==> src/rtl/mem_arbiter.sv <==
// Two-port (instruction/data) arbiter in front of a fixed-latency line memory.
// Default policy gives the data side priority; define ARB_ROUND_ROBIN_EN for round-robin.
`timescale 1ns/1ps
module mem_arbiter #(
   parameter int WIDTH   = 128,
   parameter int ADDR    = 32,
   parameter int LATENCY = 4
) (
   input  logic             clk,
   input  logic             reset,
   input  logic             i_req,
   input  logic             i_write,
   input  logic [ADDR-1:0]  i_addr,
   input  logic [WIDTH-1:0] i_wdata,
   output logic             i_ack,
   output logic [WIDTH-1:0] i_rdata,
   input  logic             d_req,
   input  logic             d_write,
   input  logic [ADDR-1:0]  d_addr,
   input  logic [WIDTH-1:0] d_wdata,
   output logic             d_ack,
   output logic [WIDTH-1:0] d_rdata,
   output logic [ADDR-1:0]  mem_addr,
   output logic [WIDTH-1:0] mem_wdata,
   output logic             mem_read,
   output logic             mem_write,
   input  logic [WIDTH-1:0] mem_rdata,
   output logic             busy
);

   typedef enum logic [1:0] {IDLE, ACCESS, RESP} state_t;

   localparam logic [3:0] CNT_LOAD = 4'(LATENCY - 1);

   state_t           state_q;
   logic [3:0]       cnt_q;
   logic             gnt_d_q;
   logic [ADDR-1:0]  mem_addr_q;
   logic [WIDTH-1:0] mem_wdata_q;
   logic             mem_read_q;
   logic             mem_write_q;
   logic             i_ack_q;
   logic             d_ack_q;
   logic [WIDTH-1:0] i_rdata_q;
   logic [WIDTH-1:0] d_rdata_q;
   logic             busy_q;

   logic             gnt_d_d;
   logic [ADDR-1:0]  sel_addr_d;
   logic [WIDTH-1:0] sel_wdata_d;
   logic             sel_write_d;

`ifdef ARB_ROUND_ROBIN_EN
   logic last_d_q;   // 1: data side was granted most recently
`endif

   always_comb begin
      gnt_d_d = d_req;
`ifdef ARB_ROUND_ROBIN_EN
      if (i_req && d_req) gnt_d_d = ~last_d_q;
`endif
      sel_addr_d  = gnt_d_d ? d_addr  : i_addr;
      sel_wdata_d = gnt_d_d ? d_wdata : i_wdata;
      sel_write_d = gnt_d_d ? d_write : i_write;
   end

   always_ff @(posedge clk) begin
      if (!reset) begin
         // NOTE: datapath registers are cleared as well, so mem_addr and both rdata ports read zero after reset.
         state_q     <= IDLE;
         cnt_q       <= '0;
         gnt_d_q     <= 1'b0;
         mem_addr_q  <= '0;
         mem_wdata_q <= '0;
         mem_read_q  <= 1'b0;
         mem_write_q <= 1'b0;
         i_ack_q     <= 1'b0;
         d_ack_q     <= 1'b0;
         i_rdata_q   <= '0;
         d_rdata_q   <= '0;
         busy_q      <= 1'b0;
`ifdef ARB_ROUND_ROBIN_EN
         last_d_q    <= 1'b0;
`endif
      end else begin
         case (state_q)
            IDLE: begin
               if (i_req || d_req) begin
                  gnt_d_q     <= gnt_d_d;
                  mem_addr_q  <= sel_addr_d;
                  mem_wdata_q <= sel_wdata_d;
                  mem_read_q  <= ~sel_write_d;
                  mem_write_q <= sel_write_d;
                  cnt_q       <= CNT_LOAD;
                  busy_q      <= 1'b1;
                  state_q     <= ACCESS;
`ifdef ARB_ROUND_ROBIN_EN
                  last_d_q    <= gnt_d_d;
`endif
               end
            end
            ACCESS: begin
               if (cnt_q == 4'd0) begin
                  if (mem_read_q) begin
                     if (gnt_d_q) d_rdata_q <= mem_rdata;
                     else         i_rdata_q <= mem_rdata;
                  end
                  mem_read_q  <= 1'b0;
                  mem_write_q <= 1'b0;
                  i_ack_q     <= ~gnt_d_q;
                  d_ack_q     <= gnt_d_q;
                  state_q     <= RESP;
               end else begin
                  cnt_q <= cnt_q - 4'd1;
               end
            end
            RESP: begin
               i_ack_q <= 1'b0;
               d_ack_q <= 1'b0;
               busy_q  <= 1'b0;
               state_q <= IDLE;
            end
            default: state_q <= IDLE;
         endcase
      end
   end

   assign i_ack     = i_ack_q;
   assign d_ack     = d_ack_q;
   assign i_rdata   = i_rdata_q;
   assign d_rdata   = d_rdata_q;
   assign mem_addr  = mem_addr_q;
   assign mem_wdata = mem_wdata_q;
   assign mem_read  = mem_read_q;
   assign mem_write = mem_write_q;
   assign busy      = busy_q;

endmodule

==> config.mk <==
export PLATFORM = sky130hd
export DESIGN_NAME = mem_arbiter
export DESIGN_NICKNAME = d
export VERILOG_FILES = /design/src/rtl/mem_arbiter.sv
export SDC_FILE = /design/constraint.sdc
export NUM_CORES = 1
export LEC_CHECK = 0
export ABC_AREA = 0
export BUFFER_PORTS_ARGS = -buffer_cell sky130_fd_sc_hd__buf_4
export CAP_MARGIN = 20
export CORE_AREA = 2 2 340 342
export CTS_CLUSTER_DIAMETER = 150
export DETAILED_ROUTE_END_ITERATION = 10
export DIE_AREA = 0 0 342 344
export PLACE_DENSITY_LB_ADDON = 0.1
export REMOVE_ABC_BUFFERS = 1
export SYNTH_ARGS = -nofsm -noshare
export SYNTH_HDL_FRONTEND = slang
export SYNTH_SLANG_ARGS = --single-unit
==> constraint.sdc <==
create_clock -name clk -period 1.85 [get_ports clk]
set_input_delay 0.0925 -clock clk [delete_from_list [all_inputs] [get_ports clk]]
set_output_delay 0.0925 -clock clk [all_outputs]
set_load 0.01 [all_outputs]
== After elaboration in Yosys (flattened, before gate mapping) ==
Index checks and enable logic that the tools add are counted.
Word-level totals
  logic and storage cells: 54
  bits in registers: 428
  RAM bits: 0
  output and inout port bits: 421
  memories kept: 0
  bits in read-only memories: 0
  bits in latches: 0
  input port bits: 454
Cells by class
  bitwise gates (word level): 2
  multiplexer cells: 20
  reductions and logical operators: 14
  $add $sub $neg: 1
  equal/unequal tests: 5
  div/mod/pow operators: 0
  $lt $le $gt $ge: 0
  multiply operators: 0
  shifts and indexed selects: 0
Operators with widths (count)
  128-bit two-way mux: 1
  32-bit two-way mux: 1
  1-bit case mux with 2 select lines: 5
  4-bit two-way mux: 2
  4-bit case mux with 2 select lines: 1
  2-bit AND reduction: 4
  4-bit AND reduction: 2
  1-bit two-way mux: 7
  2-bit inequality test (second input constant): 3
  3-bit AND reduction: 2
  2-bit nonzero test: 3
  4-bit zero test: 1
  2-bit two-way mux: 2
  2-bit case mux with 2 select lines: 1
  4-bit by 1-bit subtractor with 4-bit output (second input constant): 1
  2-bit by 1-bit == test with 1-bit output (second input constant): 1
  2-bit == test (second input constant): 1
  2-bit zero test: 1
  1-bit NOT: 2
  1-bit logical OR: 1

== Longest topological paths before layout ==
  depth in word-level cells: 4
  mapped depth: 8
  depth with buffers taken out: 5

== Worst setup path after synthesis ==
OpenSTA, ideal clock, no wires.
  path type: reg-to-reg
  start point: reg cnt_q[0]
  end point: reg d_rdata_q[107], in the netlist d_rdata[107]
  cell stages (with the launch flop): 9
  required time: 1.778 ns
  arrival time: 1.759 ns
  period minus slack after synthesis: 1.830 ns
  path buffers: 3
  setup time: 0.072 ns
  setup slack: 0.020 ns
  path through: dfxtp_1 > inv_1 > ha_1 > or3b_1 > buf_2 > nor3_4 > buf_6 > buf_8 > mux2i_1
On the way
  longest elaborated chain between the ends: 2
Ends and longest elaborated chain
  start: declaration: line 36  | logic [3:0] cnt_q;
  start signal: assignment: line 114  | cnt_q <= cnt_q - 4'd1;
  4-bit zero test: line 103  | if (cnt_q == 4'd0) begin
  4-bit AND reduction (no source line)
  end signal: assignment: line 105  | if (gnt_d_q) d_rdata_q <= mem_rdata;
  end: declaration: line 45  | logic [WIDTH-1:0] d_rdata_q;
No other way between the ends.
A chain may end at the register's enable or synchronous reset.

== Final worst setup path ==
Ends and elaborated chain as after synthesis.

==> impl_metrics.toml <==
[synthesis]
synth_xor_area_share_pct = 0
synth_cell_type_count = 38
synth_top_family_by_area = "multiplexers"
synth_mux_area_share_pct = 24.0
synth_edf_count = 0
ys_async_sr_fraction_pct = 0
synth-compound-area-share_pct = 12.2
synth_seq_cells = 428
synth_area_um2 = 17400
postSynthCellCount = 1764
yosys.area_share.simple_pct = 9.32
syn_avg_cell_area_um2 = 9.86
synth_top_flop_cell = "dfxtp_1"
ys_seq_area_share_pct = 49.3
synth.yosys.warnings = 0
synthAdderAreaFrac_pct = 0.0719

[final_layout]
fin_util_pct = 28.6
drive_above_1_share_pct = 34.4
nFillCells = 12000
syn_to_final_growth_pct = 87.6
nNetsFinal = 3530

[clock_tree]
clkTransAtPathRegs_ps = 60
cts_buffer_depth = 3
cts.sinks = 428
cts-root-buf = "clkbuf_16"
htree_num_levels = 2
cts_tree = "built"
clk_latency_ps = 640
cts_made_buffers = 54

[timing]
hold_viol_final = 0
max_freq_mhz = 537
timing.final.crit_share_pct = 101
rsz0062_at_grt = "true"
period_minus_slack_ps = 1860
tightest_slew_ps = 578
slew_headroom_pct = 61.4
slew_violations = 0
clock_skew_ps = 28.8
setup_viol = 2
fin_ws_ps = -10.6

[global_routing]
gr-total-overflow = 0
antenna_found_initial = 3
grt.total_usage_pct = 14.2
grt_max_degree = 102
grt_pass1_wl_um = 125000
grt_pass1_vias = 18700

[die]
fp.dieH_um = 344
row_count = 124
ios = 875
initial_utilization_pct = 15.3
core_area_um2 = 114000
die_w_um = 342
fp.dieArea_um2 = 118000

[worst_hold_path]
hold_path_class = "primary input to flip-flop"

[setup_path]
critPathMaxFanout = 15
rrSetupSlack_ps = -10
crit_type = "flip-flop to flip-flop"
worstPathArrival_ps = 2420
startpoint_type = "flip-flop"
cp.required_ps = 2410
endpoint_kind = "flip-flop"

[run]
maxCapViolCount = 0

[route]
ant_nets = 0
drt_pass1_iterations = 4
vias = 18000
drc = 0
drtIter0Drc = 561
totalWireLength_um = 89900
wire_per_inst_um = 19.4
routed_via_density = 3.89

[placement]
dp_hpwl_um = 67900
gp_congestion = 0.807
place_ws_ps = -107
port-buffer-count = 874

[power_and_ir_drop]
p_leak_nw = 14.8
peakVddDrop_mv = 0.608
p_total_w = 0.0267
powerDensity_nw_per_um2 = 820

[outcome]
violations = "setup timing"
outcome = "finished with violations"
==> state kept, by name, summed over array words and instances, names as in the netlist <==
signal,count
busy,1
cnt_q,4
d_ack,1
d_rdata,128
gnt_d_q,1
i_ack,1
i_rdata,128
mem_addr,32
mem_read,1
mem_wdata,128
mem_write,1
state_q,2
==> metal layers <==
metal	global-route usage [%]	wire, µm	part of all wire (%)
met1	16.4	36600	41
met2	24.8	43800	49
met3	4.57	6880	7.7
met4	4.53	2650	3.0
met5	0	27	0.030
==> cell usage in the layout (no fill, tap or decap), types with 2 or more instances in the layout <==
cell | synthesis | routed
a211oi_1 | 160 | 160
dfxtp_1 | 428 | 426
nor2_4 | 0 | 2
clkinv_8 | 0 | 2
buf_16 | 0 | 8
buf_12 | 11 | 29
buf_8 | 2 | 2
or4_1 | 2 | 2
dfxtp_2 | 0 | 2
buf_4 | 0 | 931
o211ai_1 | 2 | 2
a21oi_1 | 162 | 162
inv_2 | 1 | 2
clkinv_2 | 0 | 6
inv_6 | 0 | 3
bufinv_16 | 0 | 2
clkbuf_8 | 0 | 15
clkbuf_16 | 0 | 59
nand3_1 | 4 | 4
nand2_1 | 388 | 388
o31a_1 | 2 | 2
a31oi_1 | 3 | 3
dlygate4sd3_1 | 0 | 438
nor2b_1 | 2 | 2
nand2b_1 | 2 | 2
nor2_1 | 5 | 4
mux2i_1 | 417 | 417
buf_6 | 1 | 4
o21ai_0 | 4 | 4
clkbuf_1 | 88 | 17
==> path summary, 6_finish.rpt <==
check,startpoint,end,cells after the start
worst min register to register,d_rdata[0]$_SDFFE_PN0P_,d_rdata[0]$_SDFFE_PN0P_,2
worst max register to register,cnt_q[0]$_SDFFE_PN0P_,d_rdata[107]$_SDFFE_PN0P_,8
worst min-delay path,i_wdata[42],mem_wdata[42]$_SDFFE_PN0P_,4
worst max-delay path,cnt_q[0]$_SDFFE_PN0P_,d_rdata[107]$_SDFFE_PN0P_,8
==> report_power, final <==
part           switching (W)  leakage, nW  internal, W
registers           0.000373         3.49      0.00982
clock network        0.00445        0.879      0.00629
logic                0.00281         10.5      0.00300
==> cells in the mapped netlist (all sizes together) (2+ instances only) <==
cell    count  area share [%]
o31a        2            0.10
or4         2           0.086
nand2     388             8.4
inv         4           0.086
or2         2           0.072
clkbuf     88             1.9
nand3       4            0.12
a211oi    160             6.9
mux2i     417              24
buf        74             3.1
nor2        6            0.14
a21oi     162             4.7
nor2b       2           0.072
dfxtp     428              49
nand2b      2           0.072
nor3        2            0.12
o21ai       4            0.12
a31oi       3            0.11
o211ai      2           0.086
==> through the flow <==
| step | hold slack [ps] | area (µm²) | TNS [ps] | std cells |
|---|---|---|---|---|
| detailed placement | 381 | 26100 | -7910 | 4080 |
| CTS | 16.2 | 32400 | -1390 | 4624 |
| global route | 81.8 | 32600 | -5470 | 4630 |
| finish | 82.1 | 32600 | -12.7 | 4631 |
| floorplan | 210 | 16500 | -1946170 | 1602 |
| global placement | 366 | 26100 | -6620 | 4080 |
==> final cells by class <==
type	instances	area [µm²]	share of cell area [%]
Clock buffer	86	1620	4.97
Timing Repair Buffer	1417	12400	37.9
Sequential cell	428	8570	26.3
Inverter	4	20.0	0.0614
Antenna cell	1	2.50	0.00767
Tap cell	1512	1890	5.80
Multi-Input combinational cell	1170	7970	24.4
Clock inverter	13	170	0.522
==> worst max-delay path, cell delays in order (launching register included) <==
cell	delay, ps
dfxtp_2	320
inv_2	60
ha_4	130
or3b_4	390
nor3_4	160
buf_12	160
buf_16	160
buf_12	190
mux2i_1	210
==> kinds of logic (layout without fill, tap and decap cells) <==
logic type	after synthesis	in the layout
compound gates	338	338
fa+ha+maj	1	1
buf+inv	166	1520
flops	428	428
mux	417	417
other cells	0	1
simple gates	414	414
==> what timing repair did <==
item                                    4_1_cts  5_1_grt
hold buffers                                438        0
endpoints found under the setup margin      121      213
pin swaps                                     1        0
gates resized for setup                      12       11
buffers inserted                              5        1
hold endpoints to repair                    415        0
gates cloned                                  2        5
No activity file was read; power rests on OpenSTA's default activity.
